**src/rtl/debug_uart_rx.sv**
```systemverilog
// 8N1 UART receiver for the debug unit: 16x oversampling, one-deep holding register
// with valid/ack handshake, sticky framing and overrun flags.
module debug_uart_rx #(
  parameter int CLK_HZ   = 50_000_000,
  parameter int BAUD     = 19200,
  parameter int TICK_DIV = CLK_HZ / (BAUD * 16)
) (
  input  logic       CLK,
  input  logic       RESET,
  input  logic       rx,
  input  logic       rx_ack,
  input  logic       clear_err,
  output logic [7:0] rx_data,
  output logic       rx_valid,
  output logic       framing_err,
  output logic       overrun
);

  localparam int TW = (TICK_DIV > 1) ? $clog2(TICK_DIV) : 1;

  if (TICK_DIV < 2) begin : g_bad_div
    $error("debug_uart_rx: TICK_DIV must be at least 2");
  end

  typedef enum logic [2:0] {
    IDLE,
    START,
    DATA,
    STOP,
    BREAK
  } state_t;

  state_t        state_q, state_d;
  logic          rx_meta_q, rxs_q;
  logic [TW-1:0] tick_cnt_q, tick_cnt_d;
  logic [3:0]    s_q, s_d;
  logic [2:0]    n_q, n_d;
  logic [7:0]    shift_q, shift_d;
  logic [7:0]    rx_data_q, rx_data_d;
  logic          rx_valid_q, rx_valid_d;
  logic          framing_err_q, framing_err_d;
  logic          overrun_q, overrun_d;
  logic          tick;
  logic          frame_ok;
  logic          frame_bad;
  logic          load;

  assign tick       = (tick_cnt_q == TW'(TICK_DIV - 1));
  assign tick_cnt_d = tick ? '0 : tick_cnt_q + 1'b1;

  always_comb begin
    state_d   = state_q;
    s_d       = s_q;
    n_d       = n_q;
    shift_d   = shift_q;
    frame_ok  = 1'b0;
    frame_bad = 1'b0;
    case (state_q)
      IDLE: begin
        if (!rxs_q) begin
          state_d = START;
          s_d     = 4'd0;
        end
      end
      START: begin
        if (tick) begin
          if (s_q == 4'd7) begin
            if (!rxs_q) begin
              state_d = DATA;
              s_d     = 4'd0;
              n_d     = 3'd0;
            end else begin
              state_d = IDLE;
            end
          end else begin
            s_d = s_q + 4'd1;
          end
        end
      end
      DATA: begin
        if (tick) begin
          if (s_q == 4'd15) begin
            shift_d = {rxs_q, shift_q[7:1]};
            s_d     = 4'd0;
            if (n_q == 3'd7) state_d = STOP;
            else             n_d     = n_q + 3'd1;
          end else begin
            s_d = s_q + 4'd1;
          end
        end
      end
      STOP: begin
        if (tick) begin
          if (s_q == 4'd15) begin
            if (rxs_q) begin
              frame_ok = 1'b1;
              state_d  = IDLE;
            end else begin
              frame_bad = 1'b1;
              state_d   = BREAK;
            end
          end else begin
            s_d = s_q + 4'd1;
          end
        end
      end
      BREAK: begin
        // a held-low line must return high before another start bit counts
        if (rxs_q) state_d = IDLE;
      end
      default: state_d = IDLE;
    endcase
  end

  always_comb begin
    rx_data_d  = rx_data_q;
    rx_valid_d = rx_valid_q;
    load       = frame_ok && (!rx_valid_q || rx_ack);
    if (load) begin
      rx_data_d  = shift_q;
      rx_valid_d = 1'b1;
    end else if (rx_ack) begin
      rx_valid_d = 1'b0;
    end
    // a setting event in the same cycle as clear_err leaves the flag set
    overrun_d     = (overrun_q & ~clear_err) | (frame_ok & rx_valid_q & ~rx_ack);
    framing_err_d = (framing_err_q & ~clear_err) | frame_bad;
  end

  always_ff @(posedge CLK) begin
    if (RESET) begin
      rx_meta_q     <= 1'b1;
      rxs_q         <= 1'b1;
      tick_cnt_q    <= '0;
      state_q       <= IDLE;
      s_q           <= 4'd0;
      n_q           <= 3'd0;
      shift_q       <= 8'h00;
      rx_data_q     <= 8'h00;
      rx_valid_q    <= 1'b0;
      framing_err_q <= 1'b0;
      overrun_q     <= 1'b0;
    end else begin
      rx_meta_q     <= rx;
      rxs_q         <= rx_meta_q;
      tick_cnt_q    <= tick_cnt_d;
      state_q       <= state_d;
      s_q           <= s_d;
      n_q           <= n_d;
      shift_q       <= shift_d;
      rx_data_q     <= rx_data_d;
      rx_valid_q    <= rx_valid_d;
      framing_err_q <= framing_err_d;
      overrun_q     <= overrun_d;
    end
  end

  assign rx_data     = rx_data_q;
  assign rx_valid    = rx_valid_q;
  assign framing_err = framing_err_q;
  assign overrun     = overrun_q;

endmodule
```
**config.mk**
```make
export PLATFORM = sky130hd
export DESIGN_NAME = debug_uart_rx
export DESIGN_NICKNAME = d
export VERILOG_FILES = /design/src/rtl/debug_uart_rx.sv
export SDC_FILE = /design/constraint.sdc
export NUM_CORES = 1
export LEC_CHECK = 0
export BUFFER_PORTS_ARGS = -buffer_cell sky130_fd_sc_hd__buf_2
export CAP_MARGIN = 20
export CORE_MARGIN = 8
export CORE_UTILIZATION = 55
export CTS_BUF_LIST = sky130_fd_sc_hd__clkbuf_4
export DETAILED_ROUTE_END_ITERATION = 6
export GPL_ROUTABILITY_DRIVEN = 0
export PLACE_DENSITY = 0.74
export RECOVER_POWER = 100
export SLEW_MARGIN = 20
export SYNTH_ARGS = -nofsm -noshare
export SYNTH_HDL_FRONTEND = slang
export SYNTH_SLANG_ARGS = --single-unit
```
**constraint.sdc**
```tcl
create_clock -name CLK -period 2.35 [get_ports CLK]
set_clock_uncertainty 0.1 [all_clocks]
set_input_delay 0.1175 -clock CLK [delete_from_list [all_inputs] [get_ports CLK]]
set_output_delay 0.1175 -clock CLK [all_outputs]
set_load 0.01 [all_outputs]
```
==> out/metrics.csv, run 1 <==
metric;value;unit
status;finished, final reports clean;
largest net degree at the start of global routing;44;
most common cell after layout, fill and taps aside;dfxtp_1;
Die X;74.6;um
Syn Inst Count;200;
Leak;0.806;nW
Syn. warnings;0;
clock share of power;0.377;
RSZ-0062 raised after global routing;false;
highest-count cells in the layout ignoring fill and taps;dfxtp_1 (39), nor2_1 (22), nand2b_1 (22);
Worst-Margin Slew;0.619;ns
number of global-route vias before repair;1329;
total of max-cap violations;0;
first-pass GRT wire length;6010;um
Worst-Skew Late Latency;0.34;ns
design area;2050;sq um
Post-synth ARST share;0;
postcts setup bufs;0;
slowest CP cell;and4b_2;
Int Power;0.917;mW
antenna violations before repair;0;
Avg Cell Area, Syn;9.43;sq um
Via Count;1458;
worst path bufs/invs;0;
worst endpoint required time;2.53;ns
Routed Antenna Nets;0;
min cycle time layout;2.08;ns
CP top delay family;simple AND/OR/NAND/NOR gates;
wire per inst;14.2;um
core area;3310;sq um
Max clock buf depth;2;
combinational share of power;0.043;
largest fanout on the critical path;8;
largest stage delay on the critical path;0.43;ns
PortBufs;15;
total CTS buffers;5;
final WL;3690;um
CTS Sinks;39;
I/O Pins;16;
Worst setup EP type;flip-flop;
Psw;0.257;mW
initial core utilization;0.570;
crit-path cells;ha_1 > and3_1 > and3_1 > and4b_2 > mux2i_1;
Final Setup Violations;0;
Tot Pwr;1.17;mW
worst hold path startpoint;rx_ack;
Worst Setup SP;s_q[0];
Initial DRC Count;141;
CTS tree;yes;
sequential fraction of the synthesis area;0.414;
Hold Slack;0.0756;ns
Syn Std Cell Area;1890;sq um
fraction of layout cells with a size suffix above 1;0.103;
clock-pin slew on the worst setup and hold paths;0.12;ns
setup TNS after final layout;0;ns
synthesis-stage register bit count;39;
Die H;74.6;um
final number of max-transition violations;0;
Netlist cell types;44;
total gr overflow;0;
H-tree depth;2;
drt first pass iters;4;
# rows;21;
switching share of power;0.219;
Startpoint Class;flip-flop;
dpl cell area;1970;sq um
origin of the critical flop-to-flop path;s_q[0];
power per standard cell area;572;nW/um^2
slew margin rel.;0.583;
Sequential Power Share;0.580;
die area;5560;sq um
crit path kind;flip-flop to flip-flop;
syn_nets;210;
DRC;0;
Syn-to-layout area delta;8.83;%
Antenna diodes;0;
Worst Hold Class;input pin to flip-flop;
gr usage total;0.138;
Post-DP HPWL;2610;um
Layout fillers;296;
final cycle utilization of the critical path;0.886;
EDFF count, synth;0;
Final Hold Viols;0;
Final nets;223;
arrival time worst endpoint;2.26;ns
routed vias/inst;5.61;
Post-Place Cells;250;
root buffer cell;clkbuf_4;
FMAX;0.480;GHz
most frequent CP cell;and3_1;
Post-synth top flop;dfxtp_1;
fin cells;260;
Max VDD drop;0.481;mV
## path summary, 6_finish.rpt
kind,end,slack [ns],cells after the start
worst max-delay path,rx_data[7],0.27,5
worst min register to register,rxs_q,0.33,1
worst min-delay path,overrun,0.08,4
worst max register to register,rx_data[7],0.27,5
## sequential cells by signal, summed over array words and instances (netlist names)
| register | cells |
|---|---|
| s_q | 4 |
| n_q | 3 |
| overrun | 1 |
| state_q | 3 |
| rx_data | 8 |
| rx_meta_q | 1 |
| framing_err | 1 |
| rxs_q | 1 |
| rx_valid | 1 |
| tick_cnt_q | 8 |
| shift_q | 8 |
## worst min-delay path, delay by kind of cell
kind,cells,cell delay (ns)
AND/OR/NAND/NOR,2,0.20
AO/OA/AOI/OAI,1,0.08
buffers and inverters,1,0.07
## cells in the mapped netlist (2+ instances only)
master / n / area share
dfxtp_1: 39 / 0.41
nand2b_1: 22 / 0.073
nor2_1: 22 / 0.044
mux2i_1: 19 / 0.10
clkbuf_1: 7 / 0.014
nand3_1: 7 / 0.019
xor2_1: 6 / 0.028
a31oi_1: 5 / 0.017
and3_1: 5 / 0.017
ha_1: 5 / 0.033
nand2_1: 5 / 0.010
buf_2: 4 / 0.011
o21ai_0: 4 / 0.011
a21oi_1: 3 / 0.0080
inv_1: 3 / 0.0060
nand4_1: 3 / 0.010
nor2b_1: 3 / 0.010
nor3_1: 3 / 0.0080
o2bb2ai_1: 3 / 0.014
or2_2: 3 / 0.010
nand3b_1: 2 / 0.0080
nor3b_1: 2 / 0.0080
nor4bb_1: 2 / 0.011
o2111ai_1: 2 / 0.0093
o21ai_1: 2 / 0.0053
## timing repair
item | 4_1_cts | 5_1_grt
gates resized for setup | 0 | 1
endpoints found under the hold margin | 3 | 0
endpoints found under the setup margin | 0 | 3
hold buffers | 2 | 0
## area by class of cell
| type | count | area (sq um) | area share |
|---|---|---|---|
| multi-input combinational | 146 | 1030 | 0.503 |
| clock inverter | 3 | 43.8 | 0.0213 |
| tap | 46 | 57.6 | 0.0280 |
| inverter | 3 | 11.3 | 0.00549 |
| clock buffer | 5 | 37.5 | 0.0183 |
| sequential | 39 | 781 | 0.380 |
| timing repair buffer | 18 | 88.8 | 0.0433 |
## stage by stage
| step | worst slack (ns) | util |
|---|---|---|
| 2_1_floorplan | 0.543 | - |
| 3_3_place_gp | 0.284 | 0.594 |
| 3_5_place_dp | 0.180 | 0.594 |
| 4_1_cts | 0.164 | 0.625 |
| 5_1_grt | 0.0685 | 0.620 |
| 6_report | 0.267 | 0.620 |
## per-layer routing
layer | vias up | GRT usage | wire length, um
li1 | 735 | - | -
met1 | 689 | 0.168 | 1730
met2 | 32 | 0.224 | 1770
met3 | 2 | 0.0445 | 180
met4 | 0 | 0.0457 | 11
met5 | - | 0 | 0
## cell families after synthesis
group,Yosys count,share of synthesized area
XOR/XNOR,7,0.0325
multiplexers,20,0.107
buffers and inverters,15,0.0365
adder cells (fa/ha/maj),5,0.0332
AND/OR/NAND/NOR,89,0.284
AO/OA/AOI/OAI,25,0.0929
flip-flops,39,0.414
## power groups by stage
stage | clock network, mW | registers [mW] | logic (mW)
after floorplan | 0 | 0.690 | 0.0408
after global placement | 0 | 0.695 | 0.0460
after detailed placement | 0 | 0.696 | 0.0483
after CTS | 0.451 | 0.681 | 0.0507
after global routing | 0.483 | 0.683 | 0.0555
final | 0.442 | 0.681 | 0.0503
No activity file was read; power rests on OpenSTA's default activity.
==> inputs of run 2 (changes only) <==
- PLACE_DENSITY: 0.74 -> 0.7
==> run 2 against run 1 <==
Critical path depth increased by 1. Sequential power about the same. Clock-buffer cell count unchanged. Largest power group unchanged.
==> out/metrics.csv, run 2 (synthesis results as in run 1) <==
metric;value;unit;change
FF+latch area;781;sq um;unchanged
Die X;74.6;um;unchanged
Worst-Skew Late Latency;0.34;ns;about the same
CTS Sinks;39;;unchanged
arrival time worst endpoint;2.28;ns;was 2.26 ns
Worst Hold Class;input pin to flip-flop;;unchanged
flop2flop setup slack;0.24;ns;was 0.27 ns
core area;3310;sq um;unchanged
Antenna diodes;0;;unchanged
largest fanout on the critical path;8;;unchanged
Final Setup Violations;0;;unchanged
Max VDD drop;0.343;mV;was 0.481 mV
number of global-route vias before repair;1439;;was 1,329
drt first pass iters;6;;was 4
antenna violations before repair;0;;unchanged
fraction of layout cells with a size suffix above 1;0.0981;;was 0.103
R2R Path End;rx_data[7];;unchanged
Final WS setup;0.242;ns;was 0.267 ns
Hold Slack;0.0217;ns;was 0.0756 ns
Layout fillers;323;;was 296
Final nets;224;;was 223
min cycle time layout;2.11;ns;was 2.08 ns
status;finished, final reports clean;;unchanged
R2R cell count;6;;was 5
initial core utilization;0.570;;unchanged
gr usage total;0.147;;was 0.138
pre-CTS WS;0.303;ns;was 0.180 ns
I/O Pins;16;;unchanged
root buffer cell;clkbuf_4;;unchanged
final WL;3590;um;was 3690 um
largest net degree at the start of global routing;44;;unchanged
Hold Path Stages;4;;unchanged
Worst setup EP type;flip-flop;;unchanged
Via Count;1457;;was 1,458
Leak;0.797;nW;was 0.806 nW
CTS tree;yes;;unchanged
die area;5560;sq um;unchanged
DRC;0;;unchanged
Worst-Margin Slew;0.628;ns;was 0.619 ns
most common cell after layout, fill and taps aside;dfxtp_1;;unchanged
Post-DP HPWL;2520;um;was 2610 um
highest-count cells in the layout ignoring fill and taps;dfxtp_1 (39), nor2_1 (22), nand2b_1 (22);;unchanged
wire per inst;13.8;um;was 14.2 um
Startpoint Class;flip-flop;;unchanged
final number of max-transition violations;0;;unchanged
# rows;21;;unchanged
setup TNS after final layout;0;ns;unchanged
total gr overflow;0;;unchanged
Initial DRC Count;98;;was 141
clock-pin slew on the worst setup and hold paths;0.11;ns;was 0.12 ns
worst endpoint required time;2.52;ns;was 2.53 ns
Final Hold Viols;0;;unchanged
crit path kind;flip-flop to flip-flop;;unchanged
WHS Endpoint;rx_valid;;was overrun
Syn-to-layout area delta;7.56;%;was 8.83%
power per standard cell area;511;nW/um^2;was 572 nW/um^2
slew margin rel.;0.577;;was 0.583
area taken by multi-input logic gates;1040;sq um;was 1030 sq um
CTS resizes;0;;unchanged
first-pass GRT wire length;6320;um;was 6010 um
worst hold path startpoint;rx_ack;;unchanged
H-tree depth;2;;unchanged
final cycle utilization of the critical path;0.897;;was 0.886
total of max-cap violations;0;;unchanged
Routed Antenna Nets;0;;unchanged
routed vias/inst;5.60;;was 5.61
PortBufs;15;;unchanged
origin of the critical flop-to-flop path;s_q[0];;unchanged
FMAX;0.474;GHz;was 0.480 GHz
Die H;74.6;um;unchanged
total CTS buffers;5;;unchanged
RSZ-0062 raised after global routing;false;;unchanged
Max clock buf depth;2;;unchanged
-- run 2: worst max-delay path by stage --
| stage | endpoint | slack (ns) | start |
|---|---|---|---|
| after global placement | shift_q[0] | 0.42 | tick_cnt_q[0] |
| after detailed placement | rx_data[7] | 0.30 | s_q[0] |
| after floorplan | rx_data[0] | 0.54 | s_q[0] |
| after global routing | rx_data[7] | 0.11 | s_q[0] |
| after CTS | rx_data[7] | 0.28 | s_q[0] |
| final | rx_data[7] | 0.24 | s_q[0] |
-- run 2: worst max-delay path, stage by stage, from the launching register on --
cell	delay (ns)
dfxtp_1	0.40
ha_1	0.26
and3_1	0.33
and3_1	0.31
and4b_1	0.21
buf_4	0.20
mux2i_1	0.23
-- run 2: area by class of cell --
| type | instances | share of cell area |
|---|---|---|
| timing repair buffer | 19 | 0.0475 |
| clock buffer | 5 | 0.0185 |
| multi-input combinational | 146 | 0.511 |
| clock inverter | 2 | 0.00432 |
| tap | 46 | 0.0284 |
| sequential | 39 | 0.385 |
| inverter | 3 | 0.00555 |
-- run 2: report_power, final --
group	internal [mW]	switching (mW)
registers	0.669	0.0124
clock network	0.106	0.199
logic	0.0243	0.0262
total	0.799	0.238
-- run 2: layer usage --
| metal | share of wire | vias to the layer above | GRT usage |
|---|---|---|---|
| met3 | 0.045 | 5 | 0.0499 |
| met1 | 0.48 | 690 | 0.176 |
| met4 | 0.016 | 0 | 0.0609 |
| met5 | 0 | - | 0 |
| li1 | - | 737 | - |
| met2 | 0.46 | 25 | 0.232 |
-- run 2: per-stage QoR --
stage                      util  cells  total power, mW  instance area, sq um
final                     0.613    260             1.04                  2030
after global routing      0.613    260             1.09                  2030
after CTS                 0.617    260             1.05                  2040
after detailed placement  0.597    251            0.744                  1980
after global placement    0.597    251            0.741                  1980
after floorplan               -    200            0.731                  1890
-- run 2: repair_timing --
item / CTS / global route
hold endpoints to repair: 3 / 0
hold buffers: 2 / 0
setup buffers: 0 / 0
setup endpoints to repair: 0 / 0
==> inputs of run 3 (changes only) <==
- CORE_UTILIZATION: 55 -> 61
- PLACE_DENSITY: 0.7 -> 0.77
==> run 3 against run 2 <==
Non-clock buffer count is 1 lower. Critical path type unchanged. Via count grew 1.5%. Sequential power about the same. Critical endpoint is now s_q[3]. Hold slack better by 0.049 ns. Routed wire length rose by 5.7%. First-iteration DRC count up 78%. Combinational power down 1%. Maximum frequency is 3.7% lower. Largest cell class unchanged.
==> out/metrics.csv, run 3 (synthesis results as in run 1) <==
metric;value;unit;change
status;finished, final reports clean;;unchanged
Antenna diodes;0;;unchanged
total gr overflow;0;;unchanged
first-pass GRT wire length;6270;um;was 6320 um
Die H;71.6;um;was 74.6 um
Psw;0.252;mW;was 0.238 mW
Tot Pwr;1.06;mW;was 1.04 mW
fraction of layout cells with a size suffix above 1;0.0986;;was 0.0981
FMAX;0.457;GHz;was 0.474 GHz
CTS tree;yes;;unchanged
total CTS buffers;5;;unchanged
most common cell after layout, fill and taps aside;dfxtp_1;;unchanged
Leak;0.792;nW;was 0.797 nW
# rows;20;;was 21
Startpoint Class;flip-flop;;unchanged
wire per inst;15.4;um;was 13.8 um
H-tree depth;2;;unchanged
drt first pass iters;4;;was 6
Max clock buf depth;2;;unchanged
total of max-cap violations;0;;unchanged
final WL;3790;um;was 3590 um
Initial DRC Count;174;;was 98
Final Hold Viols;0;;unchanged
design area;2010;sq um;was 2030 sq um
Post-DP HPWL;2590;um;was 2520 um
Syn-to-layout area delta;6.37;%;was 7.56%
routed vias/inst;6.01;;was 5.60
setup TNS after final layout;0;ns;unchanged
arrival time worst endpoint;2.36;ns;was 2.28 ns
DRC;0;;unchanged
combinational share of power;0.047;;was 0.049
core area;3000;sq um;was 3310 sq um
Worst Hold Class;input pin to flip-flop;;unchanged
Worst-Margin Slew;0.713;ns;was 0.628 ns
root buffer cell;clkbuf_4;;unchanged
Post-Place Cells;237;;was 251
largest net degree at the start of global routing;44;;unchanged
CTS Sinks;39;;unchanged
switching share of power;0.239;;was 0.229
clock share of power;0.308;;was 0.294
Sequential Power Share;0.645;;was 0.657
Die X;71.6;um;was 74.6 um
final cycle utilization of the critical path;0.932;;was 0.897
gr usage total;0.149;;was 0.147
min cycle time layout;2.19;ns;was 2.11 ns
PortBufs;15;;unchanged
number of global-route vias before repair;1415;;was 1,439
worst endpoint required time;2.52;ns;about the same
Final nets;223;;was 224
power per standard cell area;527;nW/um^2;was 511 nW/um^2
antenna violations before repair;0;;unchanged
largest fanout on the critical path;6;;was 8
Int Power;0.804;mW;was 0.799 mW
Max VDD drop;0.400;mV;was 0.343 mV
Layout fillers;240;;was 323
dpl cell area;1950;sq um;was 1980 sq um
RSZ-0062 raised after global routing;false;;unchanged
highest-count cells in the layout ignoring fill and taps;dfxtp_1 (39), nor2_1 (22), nand2b_1 (22);;unchanged
initial core utilization;0.628;;was 0.570
final number of max-transition violations;0;;unchanged
fin cells;246;;was 260
slew margin rel.;0.523;;was 0.577
Worst-Skew Late Latency;0.34;ns;about the same
clock-pin slew on the worst setup and hold paths;0.11;ns;about the same
I/O Pins;16;;unchanged
Via Count;1479;;was 1,457
Worst setup EP type;flip-flop;;unchanged
Final Setup Violations;0;;unchanged
crit path kind;flip-flop to flip-flop;;unchanged
Routed Antenna Nets;0;;unchanged
die area;5130;sq um;was 5560 sq um
==> run 3: cell count changes in the layout (fill, tap and decap cells not counted), sizes merged <==
cell | previous run | this run
buf | 6 | 5
==> run 3: through the flow <==
stage / worst slack (ns) / util / hold WS (ns)
floorplan: 0.543 / - / 0.121
global placement: 0.286 / 0.650 / 0.202
detailed placement: 0.127 / 0.650 / 0.203
CTS: 0.104 / 0.674 / 0.0332
global route: 0.0408 / 0.668 / 0.0778
finish: 0.161 / 0.668 / 0.0703
==> run 3: routing by layer <==
metal / wire [um] / track usage / part of all wire
met5: 0 / 0 / 0
met3: 218 / 0.0474 / 0.058
met1: 1720 / 0.184 / 0.45
met4: 45 / 0.0567 / 0.012
met2: 1810 / 0.237 / 0.48
==> run 3: layout make-up <==
| cell class | instances | area [sq um] | area share |
|---|---|---|---|
| clock buffer | 5 | 37.5 | 0.0187 |
| clock inverter | 2 | 13.8 | 0.00686 |
| inverter | 3 | 11.3 | 0.00561 |
| multi-input combinational | 146 | 1030 | 0.515 |
| sequential | 39 | 781 | 0.389 |
| tap | 33 | 41.3 | 0.0206 |
| timing repair buffer | 18 | 88.8 | 0.0443 |
==> run 3: final timing paths <==
check	to	slack, ns	cells after the start	start
worst max-delay path	s_q[3]	0.16	5	s_q[0]
worst min-delay path	overrun	0.07	4	rx_ack
worst max register to register	s_q[3]	0.16	5	s_q[0]
worst min register to register	rxs_q	0.34	1	rx_meta_q
==> run 3: repair_timing <==
| action | 4_1_cts | 5_1_grt |
|---|---|---|
| hold endpoints to repair | 3 | 0 |
| setup endpoints to repair | 0 | 8 |
| hold buffers | 2 | 0 |
| gates resized for setup | 0 | 1 |
| setup buffers | 0 | 0 |
==> run 3: critical path, cell delays in order (launching register included) <==
cell	delay [ns]
dfxtp_1	0.35
ha_1	0.26
and3_1	0.28
a2111oi_1	0.72
o2111ai_1	0.23
a21oi_1	0.18
==> run 3: power by group through the flow <==
stage                     Clock, mW  Combinational (mW)  Sequential [mW]
after detailed placement          0              0.0474            0.696
final                         0.325              0.0498            0.681
after global routing          0.356              0.0553            0.683
after floorplan                   0              0.0408            0.690
after global placement            0              0.0456            0.695
after CTS                     0.335              0.0502            0.681
